`src/rtl/op_share_arbiter_bw16_req4.sv`:
```
// Round-robin arbiter sharing one ST/RD/RES operation unit among four requesters.
// Optional watchdog on the unit's completion is enabled by defining OP_ARB_TIMEOUT_EN.
module op_share_arbiter_bw16_req4 #(
  parameter int unsigned BW      = 16,
  parameter int unsigned NREQ    = 4,
  parameter int unsigned TIMEOUT = 1024
) (
  input  logic               i_clk,
  input  logic               i_rst_n,
  input  logic [NREQ-1:0]    i_req,
  input  logic [NREQ*BW-1:0] i_req_in0,
  input  logic [NREQ*BW-1:0] i_req_in1,
  input  logic [NREQ*BW-1:0] i_req_in2,
  output logic [NREQ-1:0]    o_rd,
  output logic [NREQ*BW-1:0] o_res,
  output logic [NREQ-1:0]    o_err,
  output logic               o_op_st,
  output logic [BW-1:0]      o_op_in0,
  output logic [BW-1:0]      o_op_in1,
  output logic [BW-1:0]      o_op_in2,
  input  logic               i_op_rd,
  input  logic [BW-1:0]      i_op_res
);

  typedef enum logic [1:0] {StIdle, StStart, StWait} state_e;

  state_e            r_state, w_state_d;
  logic [NREQ-1:0]   r_pending, w_pending_d;
  logic [1:0]        r_ptr, w_ptr_d;
  logic [1:0]        r_winner, w_winner_d;
  logic [NREQ-1:0]   r_req_old;
  logic              r_op_rd_old;
  logic [NREQ-1:0]   r_rd, w_rd_d;
  logic [NREQ*BW-1:0] r_res, w_res_d;
  logic              r_op_st, w_op_st_d;
  logic [BW-1:0]     r_op_in0, w_op_in0_d;
  logic [BW-1:0]     r_op_in1, w_op_in1_d;
  logic [BW-1:0]     r_op_in2, w_op_in2_d;

  logic [NREQ-1:0]   w_req_edge;
  logic              w_done;
  logic              w_grant_vld;
  logic [1:0]        w_grant_idx;
  logic [1:0]        w_cand;

  // An edge only counts while the requester is idle, using RD before this cycle's update.
  assign w_req_edge = i_req & ~r_req_old & r_rd;
  assign w_done     = ~r_op_rd_old & i_op_rd;

`ifdef OP_ARB_TIMEOUT_EN
  localparam logic [15:0] TimeoutLast = 16'(TIMEOUT - 1);
  logic [15:0]     r_cnt, w_cnt_d;
  logic [NREQ-1:0] r_err, w_err_d;
  assign o_err = r_err;
`else
  logic [31:0] w_unused_timeout;
  assign w_unused_timeout = 32'(TIMEOUT);
  assign o_err = '0;
`endif

  // First pending index at or after the pointer, cyclically.
  always_comb begin
    w_grant_vld = 1'b0;
    w_grant_idx = r_ptr;
    w_cand      = r_ptr;
    for (int k = NREQ - 1; k >= 0; k--) begin
      w_cand = r_ptr + 2'(k);
      if (r_pending[w_cand]) begin
        w_grant_vld = 1'b1;
        w_grant_idx = w_cand;
      end
    end
  end

  always_comb begin
    w_state_d   = r_state;
    w_pending_d = r_pending | w_req_edge;
    w_ptr_d     = r_ptr;
    w_winner_d  = r_winner;
    w_rd_d      = r_rd & ~w_req_edge;
    w_res_d     = r_res;
    w_op_st_d   = r_op_st;
    w_op_in0_d  = r_op_in0;
    w_op_in1_d  = r_op_in1;
    w_op_in2_d  = r_op_in2;
`ifdef OP_ARB_TIMEOUT_EN
    w_cnt_d     = r_cnt;
    w_err_d     = r_err & ~w_req_edge;
`endif
    case (r_state)
      StIdle: begin
        if (w_grant_vld) begin
          w_winner_d = w_grant_idx;
          w_op_in0_d = i_req_in0[w_grant_idx*BW +: BW];
          w_op_in1_d = i_req_in1[w_grant_idx*BW +: BW];
          w_op_in2_d = i_req_in2[w_grant_idx*BW +: BW];
          w_op_st_d  = 1'b1;
          w_state_d  = StStart;
`ifdef OP_ARB_TIMEOUT_EN
          w_cnt_d    = '0;
`endif
        end
      end
      // Start stays high through this cycle; it drops on the first WAIT edge.
      StStart: w_state_d = StWait;
      StWait: begin
        w_op_st_d = 1'b0;
        if (w_done) begin
          w_res_d[r_winner*BW +: BW] = i_op_res;
          w_rd_d[r_winner]           = 1'b1;
          w_pending_d[r_winner]      = 1'b0;
          w_ptr_d                    = r_winner + 2'd1;
          w_state_d                  = StIdle;
        end
`ifdef OP_ARB_TIMEOUT_EN
        else if (r_cnt == TimeoutLast) begin
          w_res_d[r_winner*BW +: BW] = {BW{1'b1}};
          w_err_d[r_winner]          = 1'b1;
          w_rd_d[r_winner]           = 1'b1;
          w_pending_d[r_winner]      = 1'b0;
          w_ptr_d                    = r_winner + 2'd1;
          w_state_d                  = StIdle;
        end else begin
          w_cnt_d = r_cnt + 16'd1;
        end
`endif
      end
      default: w_state_d = StIdle;
    endcase
  end

  always_ff @(posedge i_clk) begin
    if (!i_rst_n) begin
      r_state     <= StIdle;
      r_pending   <= '0;
      r_ptr       <= '0;
      r_winner    <= '0;
      r_req_old   <= '0;
      r_op_rd_old <= 1'b0;
      r_rd        <= '1;
      r_res       <= '0;
      r_op_st     <= 1'b0;
      r_op_in0    <= '0;
      r_op_in1    <= '0;
      r_op_in2    <= '0;
`ifdef OP_ARB_TIMEOUT_EN
      r_cnt       <= '0;
      r_err       <= '0;
`endif
    end else begin
      r_state     <= w_state_d;
      r_pending   <= w_pending_d;
      r_ptr       <= w_ptr_d;
      r_winner    <= w_winner_d;
      r_req_old   <= i_req;
      r_op_rd_old <= i_op_rd;
      r_rd        <= w_rd_d;
      r_res       <= w_res_d;
      r_op_st     <= w_op_st_d;
      r_op_in0    <= w_op_in0_d;
      r_op_in1    <= w_op_in1_d;
      r_op_in2    <= w_op_in2_d;
`ifdef OP_ARB_TIMEOUT_EN
      r_cnt       <= w_cnt_d;
      r_err       <= w_err_d;
`endif
    end
  end

  assign o_rd     = r_rd;
  assign o_res    = r_res;
  assign o_op_st  = r_op_st;
  assign o_op_in0 = r_op_in0;
  assign o_op_in1 = r_op_in1;
  assign o_op_in2 = r_op_in2;

endmodule

```
`config.mk`:
```
export PLATFORM = sky130hd
export DESIGN_NAME = op_share_arbiter_bw16_req4
export DESIGN_NICKNAME = d
export VERILOG_FILES = /design/src/rtl/op_share_arbiter_bw16_req4.sv
export SDC_FILE = /design/constraint.sdc
export NUM_CORES = 1
export LEC_CHECK = 0
export CAP_MARGIN = 40
export CELL_PAD_IN_SITES_DETAIL_PLACEMENT = 0
export CELL_PAD_IN_SITES_GLOBAL_PLACEMENT = 1
export CORE_ASPECT_RATIO = 0.75
export CORE_MARGIN = 2
export CORE_UTILIZATION = 28
export DETAILED_ROUTE_END_ITERATION = 7
export PLACE_DENSITY_LB_ADDON = 0.1
export RECOVER_POWER = 25
export SYNTH_ARGS = -nofsm -noshare
export SYNTH_HDL_FRONTEND = slang
export SYNTH_SLANG_ARGS = --single-unit
export TNS_END_PERCENT = 50
```
`constraint.sdc`:
```
create_clock -name i_clk -period 2.6 [get_ports i_clk]
set_input_delay 0.52 -clock i_clk [delete_from_list [all_inputs] [get_ports i_clk]]
set_output_delay 0.52 -clock i_clk [all_outputs]
set_load 0.01 [all_outputs]
```
# Word level (Yosys, flattened, before mapping)
# Cells that the tools add are included.
[op_classes]
add_sub_neg = 5
order_cmp = 6
n_eq_ne = 4
n_shift = 5
muxes = 28
bitwise_logic = 11
reduce_logical = 7
[ops]
columns = ["cell", "count"]
rows = [
  ["$shiftx 64x7->16", 3],
  ["$bwmux 64", 1],
  ["$shift 16x34->64 const A", 1],
  ["$shiftx 16x34->64", 1],
  ["$neg 6->34", 1],
  ["$and 4x4->4", 4],
  ["$mux 4", 4],
  ["$lt 2x3->1 const B", 5],
  ["$mux 2", 6],
  ["$not 4->4", 3],
  ["$mux 1", 10],
  ["$bmux 1 s2", 4],
  ["$or 4x4->4", 2],
  ["$reduce_and 2->1", 4],
  ["$pmux 2 s3", 1],
  ["$add 2x1->2 const B", 2],
  ["$add 2x2->2 const B", 2],
  ["$ne 2x2->1 const B", 2],
  ["$demux 1 s2", 1],
  ["$eq 2x1->1 const B", 1],
  ["$eq 2x2->1 const B", 1],
  ["$ge 2x1->1 const B", 1],
  ["$logic_not 2->1", 1],
  ["$pmux 1 s2", 1],
  ["4 further kinds", 4],
]
[totals]
ff_bits = 132
in_bits = 215
out_inout_bits = 121
word_cells = 78

# Longest topological paths before layout
# Gate-level depths: netlist of the first run.
[depth]
depth_word = 9
depth_mapped = 8
ltp_nobuf = 5

# Least setup slack after synthesis of the first run
# No wires, ideal clock.
[synth_timing]
path_type = "flip-flop to flip-flop"
startpoint = "register r_winner[0]"
endpoint = "register r_res[38], in the netlist o_res[38]"
setup_ps = 66
arrival_ps = 1943
required_ps = 2534
setup_slack_ps = 591
stages_incl_launch_ff = 7
path_buffers = 1
period_less_slack_ps = 2009
path_cell_list = "dfxtp_1 inv_1 ha_1 nor3b_1 buf_2 nand3_2 a21boi_2"
[synth_between]
elab_chain_len = 3
word_cells_on_any_way = 4
cone_classes = "add/sub: 1; shift: 2; mux: 1"
[synth_rtl]
columns = ["element", "line", "source"]
rows = [
  ["from (decl)", "30", "logic [1:0] r_winner, w_winner_d;"],
  ["from (signal assigned)", "154", "r_winner <= w_winner_d;"],
  ["$neg 6->34 *", "109", "w_res_d[r_winner*BW +: BW] = i_op_res;"],
  ["$shiftx 16x34->64 or $shift 16x34->64 (tied branches)", "109", ""],
  ["$bwmux 64 *", "109", ""],
  ["to (signal assigned)", "158", "r_res <= w_res_d;"],
  ["to (decl)", "34", "logic [NREQ*BW-1:0] r_res, w_res_d;"],
]
# Every way passes the cells marked *; elsewhere a longest branch is shown, timed or not.
# A chain may end at the register's enable or synchronous reset.

# Final worst setup path of the first run
[layout_timing]
startpoint = "input i_rst_n"
endpoint = "register r_op_st, in the netlist o_op_st"
[layout_rtl]
columns = ["element", "line", "source"]
rows = [
  ["from (decl)", "9", "input logic i_rst_n,"],
  ["to (signal assigned)", "159", "r_op_st <= w_op_st_d;"],
  ["to (decl)", "35", "logic r_op_st, w_op_st_d;"],
]
# No word-level cell between the ends.

==> metrics.txt, run 1 <==
Post-DP HPWL=around 17000 um; post-route ant nets=0; Syn Inst Count=around 630; Buffers on Ports=331; Clock Path Buffers=2; Place WS=380 ps; Distinct cells, synth=44; WS Path Type=primary input to flop; synthesized flop and latch total=132; initial core utilization=0.283; Antenna diodes=0; total routed wirelength=~23000 um; setup violators final=0; clock root cell=clkbuf_16; setup slack after layout=495 ps; # clock sinks=132; max frequency=0.475 GHz; final hold violation count=0; initial antenna violation count=0; Switching Share=0.283; Startpoint Class=primary input; Async SR Flop Fraction=0; clock share of power=0.393; pwr dens=609 nW/um^2; post-synth top area cell=dfxtp_1; Tcrit/Tclk final=0.810; clk slew on worst S/H paths=~60 ps; Cell Area, Synth=6190 um^2; Internal Dissipation=4530 uW; setup TNS=0 ps; CTS tree=done; synthesis-to-finish area growth=67.5%; synthesized area per cell=between 9 and 10 um^2; Vias=about 6000; first-pass GRT wire length=between 30000 and 40000 um; MaxCap Viol Count=0; Post-synth EDFFs=0; Area contributors post-synth=dfxtp_1 43%, mux2i_1 16%, o221ai_1 6.8%, nand2_1 6.5%, a21boi_0 4.4%; clk_lat worst skew=around 430 ps; yosys warns=0; I/O pin count=about 340; combinational power share=0.242; total track usage=0.192; row cnt=47; Worst Hold Depth=2; total DRC errors in the routed layout=0; area share of the largest cell type after synthesis=0.427; RSZ-0062 raised after global routing=no; IR drop worst, VDD=0.352 mV; gr ovfl total=0; Die Y-Extent=133 um; sequential power share=0.364; # Post-CTS Setup Buffers=0; largest net degree at the start of global routing=between 50 and 60; NetSw=1790 uW; fin crit period=about 2100 ps; initial DRC count=between 200 and 250; Slew headroom=0.0707; layout cell share with drive strength beyond 1=0.0892; Post-CTS Hold Buffers=0; layout net count=roughly 1200; DP Area=~9800 um^2; Vias/cell=~4.7; flop-to-flop setup slack=~500 ps; cts repair resizes=0; number of global-route vias before repair=between 6000 and 7000; most frequent cells in the layout=287 x clkdlybuf4s50_1, 132 x dfxtp_1, 107 x nand2_1, 101 x mux2i_1, 48 x o221ai_1; sequential cell area fraction in the yosys report=0.427; final slew viol count=0; PnR Total Power=approximately 6300 uW; WP data arrival=~2500 ps; outcome=finished, final reports clean; H-tree Lvls=4; Pre-antenna DRT Iters=4; Die ar.=23300 um^2; Placer Congestion=approximately 0.88; CP Capture Type=flop; CTS buffer count=17; Worst Path Required=just under 3000 ps; Worst R2R Path Depth=6; WL per Instance=between 15 and 20 um; Worst Skew=approximately 11 ps; Static Leak=roughly 0.0038 uW; Design Area, Final=a little over 10000 um^2; Die Wd=176 um; Hold Path Class=flop to flop; prevailing post-synth register cell=dfxtp_1; final core occ=0.474; CP max FO=38; Slew @ Worst Pin=between 1000 and 1500 ps; commonest non-fill, non-tap cell in the layout=clkdlybuf4s50_1; CORE AREA=between 20000 and 25000 um^2
area by class of cell:
| cell class | count | area (um^2) |
|---|---|---|
| fillers | 2075 | 11500 |
| repair buffers | 354 | 3520 |
| multi-input cells | 434 | 3190 |
| flip-flops and latches | 132 | 2640 |
| clock buffers | 18 | 439 |
| well taps | 294 | 368 |
| clock inverters | 14 | 166 |
| inverters | 12 | 45.0 |
layer usage:
layer,global-route usage,vias up,wire (um)
li1,-,2914,-
met1,0.228,2762,9480
met2,0.342,181,11400
met3,0.0497,19,1360
met4,0.0519,0,337
met5,0,-,0
power by group through the flow:
stage	Clock (uW)	Combinational, uW	Sequential [uW]
6_report	2480	1530	2300
5_1_grt	2650	1650	2320
4_1_cts	2560	1570	2300
3_5_place_dp	0	1570	2350
3_3_place_gp	0	1550	2340
2_1_floorplan	0	655	2410
cell usage after synthesis, drive strengths merged (3+ instances only):
cell / number
a21boi: 49
a21oi: 4
a22o: 16
and2: 9
buf: 37
clkbuf: 16
dfxtp: 132
ha: 7
inv: 12
mux2i: 101
nand2: 108
nand3: 51
nor2b: 10
nor3b: 3
o21ai: 5
o221ai: 48
flip-flops by register name, summed over array words and instances, names as in the netlist, 4 cells and up:
register   cells
o_op_in1      16
o_res         64
o_op_in2      16
r_pending      4
o_op_in0      16
o_rd           4
r_req_old      4
path summary, 6_finish.rpt:
check,to,startpoint
setup reg to reg,o_res[55],r_winner[0]
hold / removal,o_res[14],o_res[14]
setup / recovery,o_op_st,i_rst_n
hold reg to reg,o_res[14],o_res[14]
worst max-delay path, cell delays in order:
cell,delay (ps)
clkbuf_1,490
clkbuf_1,1080
o221a_2,370
through the flow:
stage                     instances  hold slack (ps)
after floorplan                 631              444
after global placement         1226              440
after detailed placement       1226              446
after CTS                      1258              460
after global routing           1258              474
final                          1258              457
kinds of logic after synthesis:
group | after synthesis | synth area share
buffers and inverters | 65 | 0.0639
multiplexers | 101 | 0.163
other | 1 | 0.000606
adder cells (fa/ha/maj) | 7 | 0.0141
flip-flops | 132 | 0.427
AO/OA/AOI/OAI | 130 | 0.176
AND/OR/NAND/NOR | 192 | 0.155
(Power assumes the default switching activity.)
==> inputs of run 2 (changes only) <==
==> constraint.sdc (replaced) <==
create_clock -name i_clk -period 2.1 [get_ports i_clk]
set_input_delay 0.42 -clock i_clk [delete_from_list [all_inputs] [get_ports i_clk]]
set_output_delay 0.42 -clock i_clk [all_outputs]
set_load 0.01 [all_outputs]
==> metrics.txt, run 2 (synthesis gave the netlist of run 1 again) <==
initial core utilization=0.283; layout cell share with drive strength beyond 1=0.101; Static Leak=between 0.003 and 0.004 uW; Hold Path Class=flop to flop; Pre-antenna DRT Iters=4; number of global-route vias before repair=approximately 6200; CP max-delay cell=dfxtp_1; gr ovfl total=0; slowest cell delay on critical path=420 ps; commonest non-fill, non-tap cell in the layout=clkdlybuf4s50_1; synthesis-to-finish area growth=68.6%; Place WS=about 16 ps; setup slack after layout=around 170 ps; Slew @ Worst Pin=~720 ps; clock share of power=0.372; CORE AREA=roughly 22000 um^2; WS Path Type=flop to flop; CP Capture Type=flop; Post-CTS Hold Buffers=0; setup TNS=0 ps; # Post-CTS Setup Buffers=0; NetSw=between 2000 and 2500 uW; CTS tree=done; largest net degree at the start of global routing=38; most frequent cells in the layout=287 x clkdlybuf4s50_1, 132 x dfxtp_1, 107 x nand2_1, 101 x mux2i_1, 48 x o221ai_1; Tcrit/Tclk final=0.921; CTS buffer count=17; WP data arrival=~2200 ps; # clock sinks=roughly 130; Internal Dissipation=5430 uW; layout net count=1185; RSZ-0062 raised after global routing=no; row cnt=47; pwr dens=around 730 nW/um^2; critical path, cell by cell=or2_1 -> a21oi_1 -> o31ai_4 -> buf_12 -> buf_4 -> mux2i_1 -> o221ai_1; Switching Share=0.288; Startpoint Class=flop; outcome=finished, final reports clean; Worst Path Required=2380 ps; WL per Instance=17.7 um; I/O pin count=between 300 and 400; Vias=5994; fin crit period=between 1500 and 2000 ps; Worst Skew=roughly 11 ps; Vias/cell=4.72; final hold violation count=0; Placer Congestion=~0.88; total track usage=0.190; final core occ=0.477; total DRC errors in the routed layout=0; clock root cell=clkbuf_16; post-route ant nets=0; Clock Path Buffers=2; Die ar.=roughly 23000 um^2; Die Y-Extent=133 um; fillcell total=roughly 2100; Non-Filler Instances=between 1000 and 1500; CP max FO=32; Buffers on Ports=331; initial antenna violation count=0; clk_lat worst skew=420 ps; max frequency=roughly 0.52 GHz; max FFs per register=64; Antenna diodes=0; setup violators final=0; clk slew on worst S/H paths=about 60 ps; total routed wirelength=22500 um; Post-DP HPWL=17900 um; Die Wd=between 150 and 200 um; Post-Place Cells=roughly 1200; initial DRC count=around 200; final slew viol count=0; Slew headroom=0.520; combinational power share=0.255; sequential power share=0.373; cts repair resizes=0; H-tree Lvls=4; IR drop worst, VDD=about 0.37 mV; MaxCap Viol Count=0; first-pass GRT wire length=around 35000 um
run 2: final cells by class:
class,count,area [um^2],area share
sequential,132,2640,0.253
multi-input combinational,434,3170,0.304
inverter,12,45.0,0.00432
tap,294,368,0.0353
clock inverter,13,114,0.0109
clock buffer,19,453,0.0434
timing repair buffer,366,3640,0.349
run 2: worst paths after layout:
path                   from     endpoint  slack, ps  cells after the start
setup / recovery   r_ptr[1]  o_op_in1[1]        170                      7
setup reg to reg   r_ptr[1]  o_op_in1[1]        170                      7
hold reg to reg   o_res[47]    o_res[47]        450                      2
hold / removal    o_res[47]    o_res[47]        450                      2
run 2: critical path: cells and delay by family, from the launching register on:
kind	cells	cell delay (ps)
buffers and inverters	2	470
AND/OR/NAND/NOR	1	140
multiplexers	1	270
AO/OA/AOI/OAI	3	470
flip-flops	1	420
run 2: metrics by stage:
stage / hold slack [ps] / power [uW] / cell area, um^2
2_1_floorplan: 444 / 3790 / 6200
3_3_place_gp: 439 / 4860 / 9890
3_5_place_dp: 448 / 4890 / 9890
4_1_cts: 375 / 7770 / 10500
5_1_grt: 469 / 7990 / 10400
6_report: 454 / 7620 / 10400
run 2: layer usage:
metal | GRT usage | wire (um) | vias to the layer above | part of all wire
met1 | 0.223 | 9100 | 2831 | 0.40
met2 | 0.338 | 11500 | 193 | 0.51
li1 | - | - | 2945 | -
met4 | 0.0556 | 395 | 0 | 0.018
met3 | 0.0511 | 1580 | 25 | 0.070
met5 | 0 | 0 | - | 0
run 2: power by group through the flow:
stage,logic [uW],clock network (uW),registers [uW]
2_1_floorplan,811,0,2980
3_3_place_gp,1970,0,2900
3_5_place_dp,1990,0,2900
4_1_cts,1990,2930,2850
5_1_grt,2080,3040,2870
6_report,1940,2840,2840
==> RTL change (settings of run 2) <==
Take the reset off `r_pending` and `r_res` and load them in a clocked block of their own.
--- a/src/rtl/op_share_arbiter_bw16_req4.sv
+++ b/src/rtl/op_share_arbiter_bw16_req4.sv
@@ -132,13 +132,11 @@
   always_ff @(posedge i_clk) begin
     if (!i_rst_n) begin
       r_state     <= StIdle;
-      r_pending   <= '0;
       r_ptr       <= '0;
       r_winner    <= '0;
       r_req_old   <= '0;
       r_op_rd_old <= 1'b0;
       r_rd        <= '1;
-      r_res       <= '0;
       r_op_st     <= 1'b0;
       r_op_in0    <= '0;
       r_op_in1    <= '0;
@@ -149,13 +147,11 @@
 `endif
     end else begin
       r_state     <= w_state_d;
-      r_pending   <= w_pending_d;
       r_ptr       <= w_ptr_d;
       r_winner    <= w_winner_d;
       r_req_old   <= i_req;
       r_op_rd_old <= i_op_rd;
       r_rd        <= w_rd_d;
-      r_res       <= w_res_d;
       r_op_st     <= w_op_st_d;
       r_op_in0    <= w_op_in0_d;
       r_op_in1    <= w_op_in1_d;
@@ -167,6 +163,11 @@
     end
   end
 
+  always_ff @(posedge i_clk) begin
+    r_pending <= w_pending_d;
+    r_res     <= w_res_d;
+  end
+
   assign o_rd     = r_rd;
   assign o_res    = r_res;
   assign o_op_st  = r_op_st;
Check against the original RTL: differs if i_rst_n is asserted again (counterexample within 4 cycles, from zero or initial values and one cycle with i_rst_n low); with i_rst_n held inactive, the same outputs for 4 cycles.
==> RTL change against run 2 <==
Synthesized cell count is 19% lower; critical path type unchanged; area after synthesis is 2.1% lower; sequential power is 6% higher; cell area hardly changed; worst setup slack better by 12 ps; combinational power is 25% lower; sequential cell count stayed put; count of clock-buffer cells in the layout is 2 lower; critical path depth stayed put; wire length is 4.9% lower; total power is 0.21% higher.
==> RTL change: results (changes against run 2) <==
clock_network:
  post_cts_resized: 0  # unchanged
  numCtsBuffers: 17  # unchanged
  insertion_delay_ps: 420  # about the same
  clk_pin_slew_worst_paths_ps: 60  # about the same
  post_cts_buffers: 0  # unchanged
  cts_root_buffer: "clkbuf_16"
  h-tree-depth: 4  # unchanged
  clock_path_buffers: 2  # unchanged
routing:
  drt_iter0_markers: 153  # -24%
  wl_met1_um: 8631  # -5.1%
  wl_per_cell_um: 18.55  # +4.5%
  vias_per_cell: 4.619  # -2.1%
  vias: 5339  # -11%
  firstDrtPassIters: 4  # unchanged
  top_layer: "met4"
  met2_length_um: 11050  # -3.7%
  route.met3.wl_um: 1280  # -19%
final_layout:
  drive_above_1_share: 0.07488  # -0.02655
  num-nets-final: 1077  # -9.1%
  antennaDiodeCount: 0  # unchanged
  largest_register_ffs: 64  # unchanged
logic_synthesis:
  synth_area_leaders: "edfxtp_1 (32%), dfxtp_1 (22%), mux2i_1 (17%), and2_1 (7.6%), o221ai_1 (6.9%)"
  seq_area_frac_synth: 0.5416  # +0.1147
  synth_edf_count: 64  # +64
  yosys_warnings: 0  # unchanged
  synth_cell_types: 35  # -20%
  syn_area_per_cell_um2: 11.91  # +21%
  yosys_most_used_dff: "dfxtp_1"
  synth-async-reset-ratio: 0  # unchanged
  synthTopCellsByCount: "mux2i_1 (100), and2_1 (74), dfxtp_1 (68)"
placement:
  dpl-instance-area_mm2: 0.009868  # -0.25%
  dpl.hpwl_um: 16820  # -6.2%
  routabilityCongestion: 0.8439  # -4.2%
  io_buffers: 331  # unchanged
setup_path:
  cp_data_arrival_time_ps: 2220
  crit_path_max_fanout: 21  # -34%
grt:
  grt_pass1_wl_um: 33090  # -4.5%
  grt_use_met3: 0.04832  # -0.002828
  grtUsageMet1: 0.2169  # -0.005624
  grt_pass1_vias: 5585  # -9.8%
  use_met2: 0.3389  # +0.0009402
  antenna_found_initial: 0  # unchanged
  grt_usage: 0.1892  # -0.0003447
  grt_max_degree: 38  # unchanged
power:
  leakage_nw: 3.671  # -5.4%
  ir_drop_v: 0.0004115  # +11%
hold_path:
  hp-class: "reg -> reg"
run_status:
  status: "finished, final reports clean"
timing:
  fin_worst_skew_ps: 9.047  # -2.231 ps
[RTL change: metrics by stage]
step                      total power, mW  utilization  hold slack [ps]  setup WS (ps)
final                               7.639       0.4922            462.6          177.8
after global routing                7.954       0.4922            487.5          24.67
after CTS                           7.735       0.4956            465.5          98.04
after detailed placement            4.519       0.4659            450.5          112.5
after global placement              4.495       0.4659            443.2          140.2
after floorplan                     3.556            -            450.2          148.6
[RTL change: worst max-delay path, stage by stage, from the launching register on]
cell      delay, ps
dfxtp_1         420
nor3b_2         200
o22ai_1         130
a21oi_4         230
buf_12          230
buf_12          200
mux2i_1         240
o221ai_1        130
[RTL change: path summary, 6_finish.rpt]
path	start	to	slack, ps	depth (start not counted)
min reg2reg	o_op_in1[7]	o_op_in1[7]	460	2
max	r_ptr[1]	o_op_in1[5]	180	7
max reg2reg	r_ptr[1]	o_op_in1[5]	180	7
min	o_op_in1[7]	o_op_in1[7]	460	2
[RTL change: cell type report]
class,instances,area [um2]
tap,288,360.3
fill,1948,10760
sequential,132,3283
clock buffer,17,425.4
clock inverter,15,202.7
multi-input combinational,331,2507
inverter,13,48.80
timing repair buffer,360,3597
[RTL change: report_power, final]
part	total [mW]	switching (mW)	leakage [nW]	internal, mW
Sequential	3.00	0.104	1.21	2.89
Combinational	1.45	0.567	2.17	0.880
Clock	3.20	1.20	0.292	1.99
Total	7.64	1.87	3.67	5.77
[RTL change: cell families (layout without fill, tap and decap cells)]
logic type / count (synthesis) / after routing / synth area share
AND/OR/NAND/NOR: 150 / 150 / 0.1358
adder cells (fa/ha/maj): 7 / 7 / 0.01445
buffers and inverters: 49 / 405 / 0.05016
AO/OA/AOI/OAI: 70 / 70 / 0.09226
multiplexers: 100 / 100 / 0.1651
flip-flops: 132 / 132 / 0.5416
other: 1 / 4 / 0.0006186
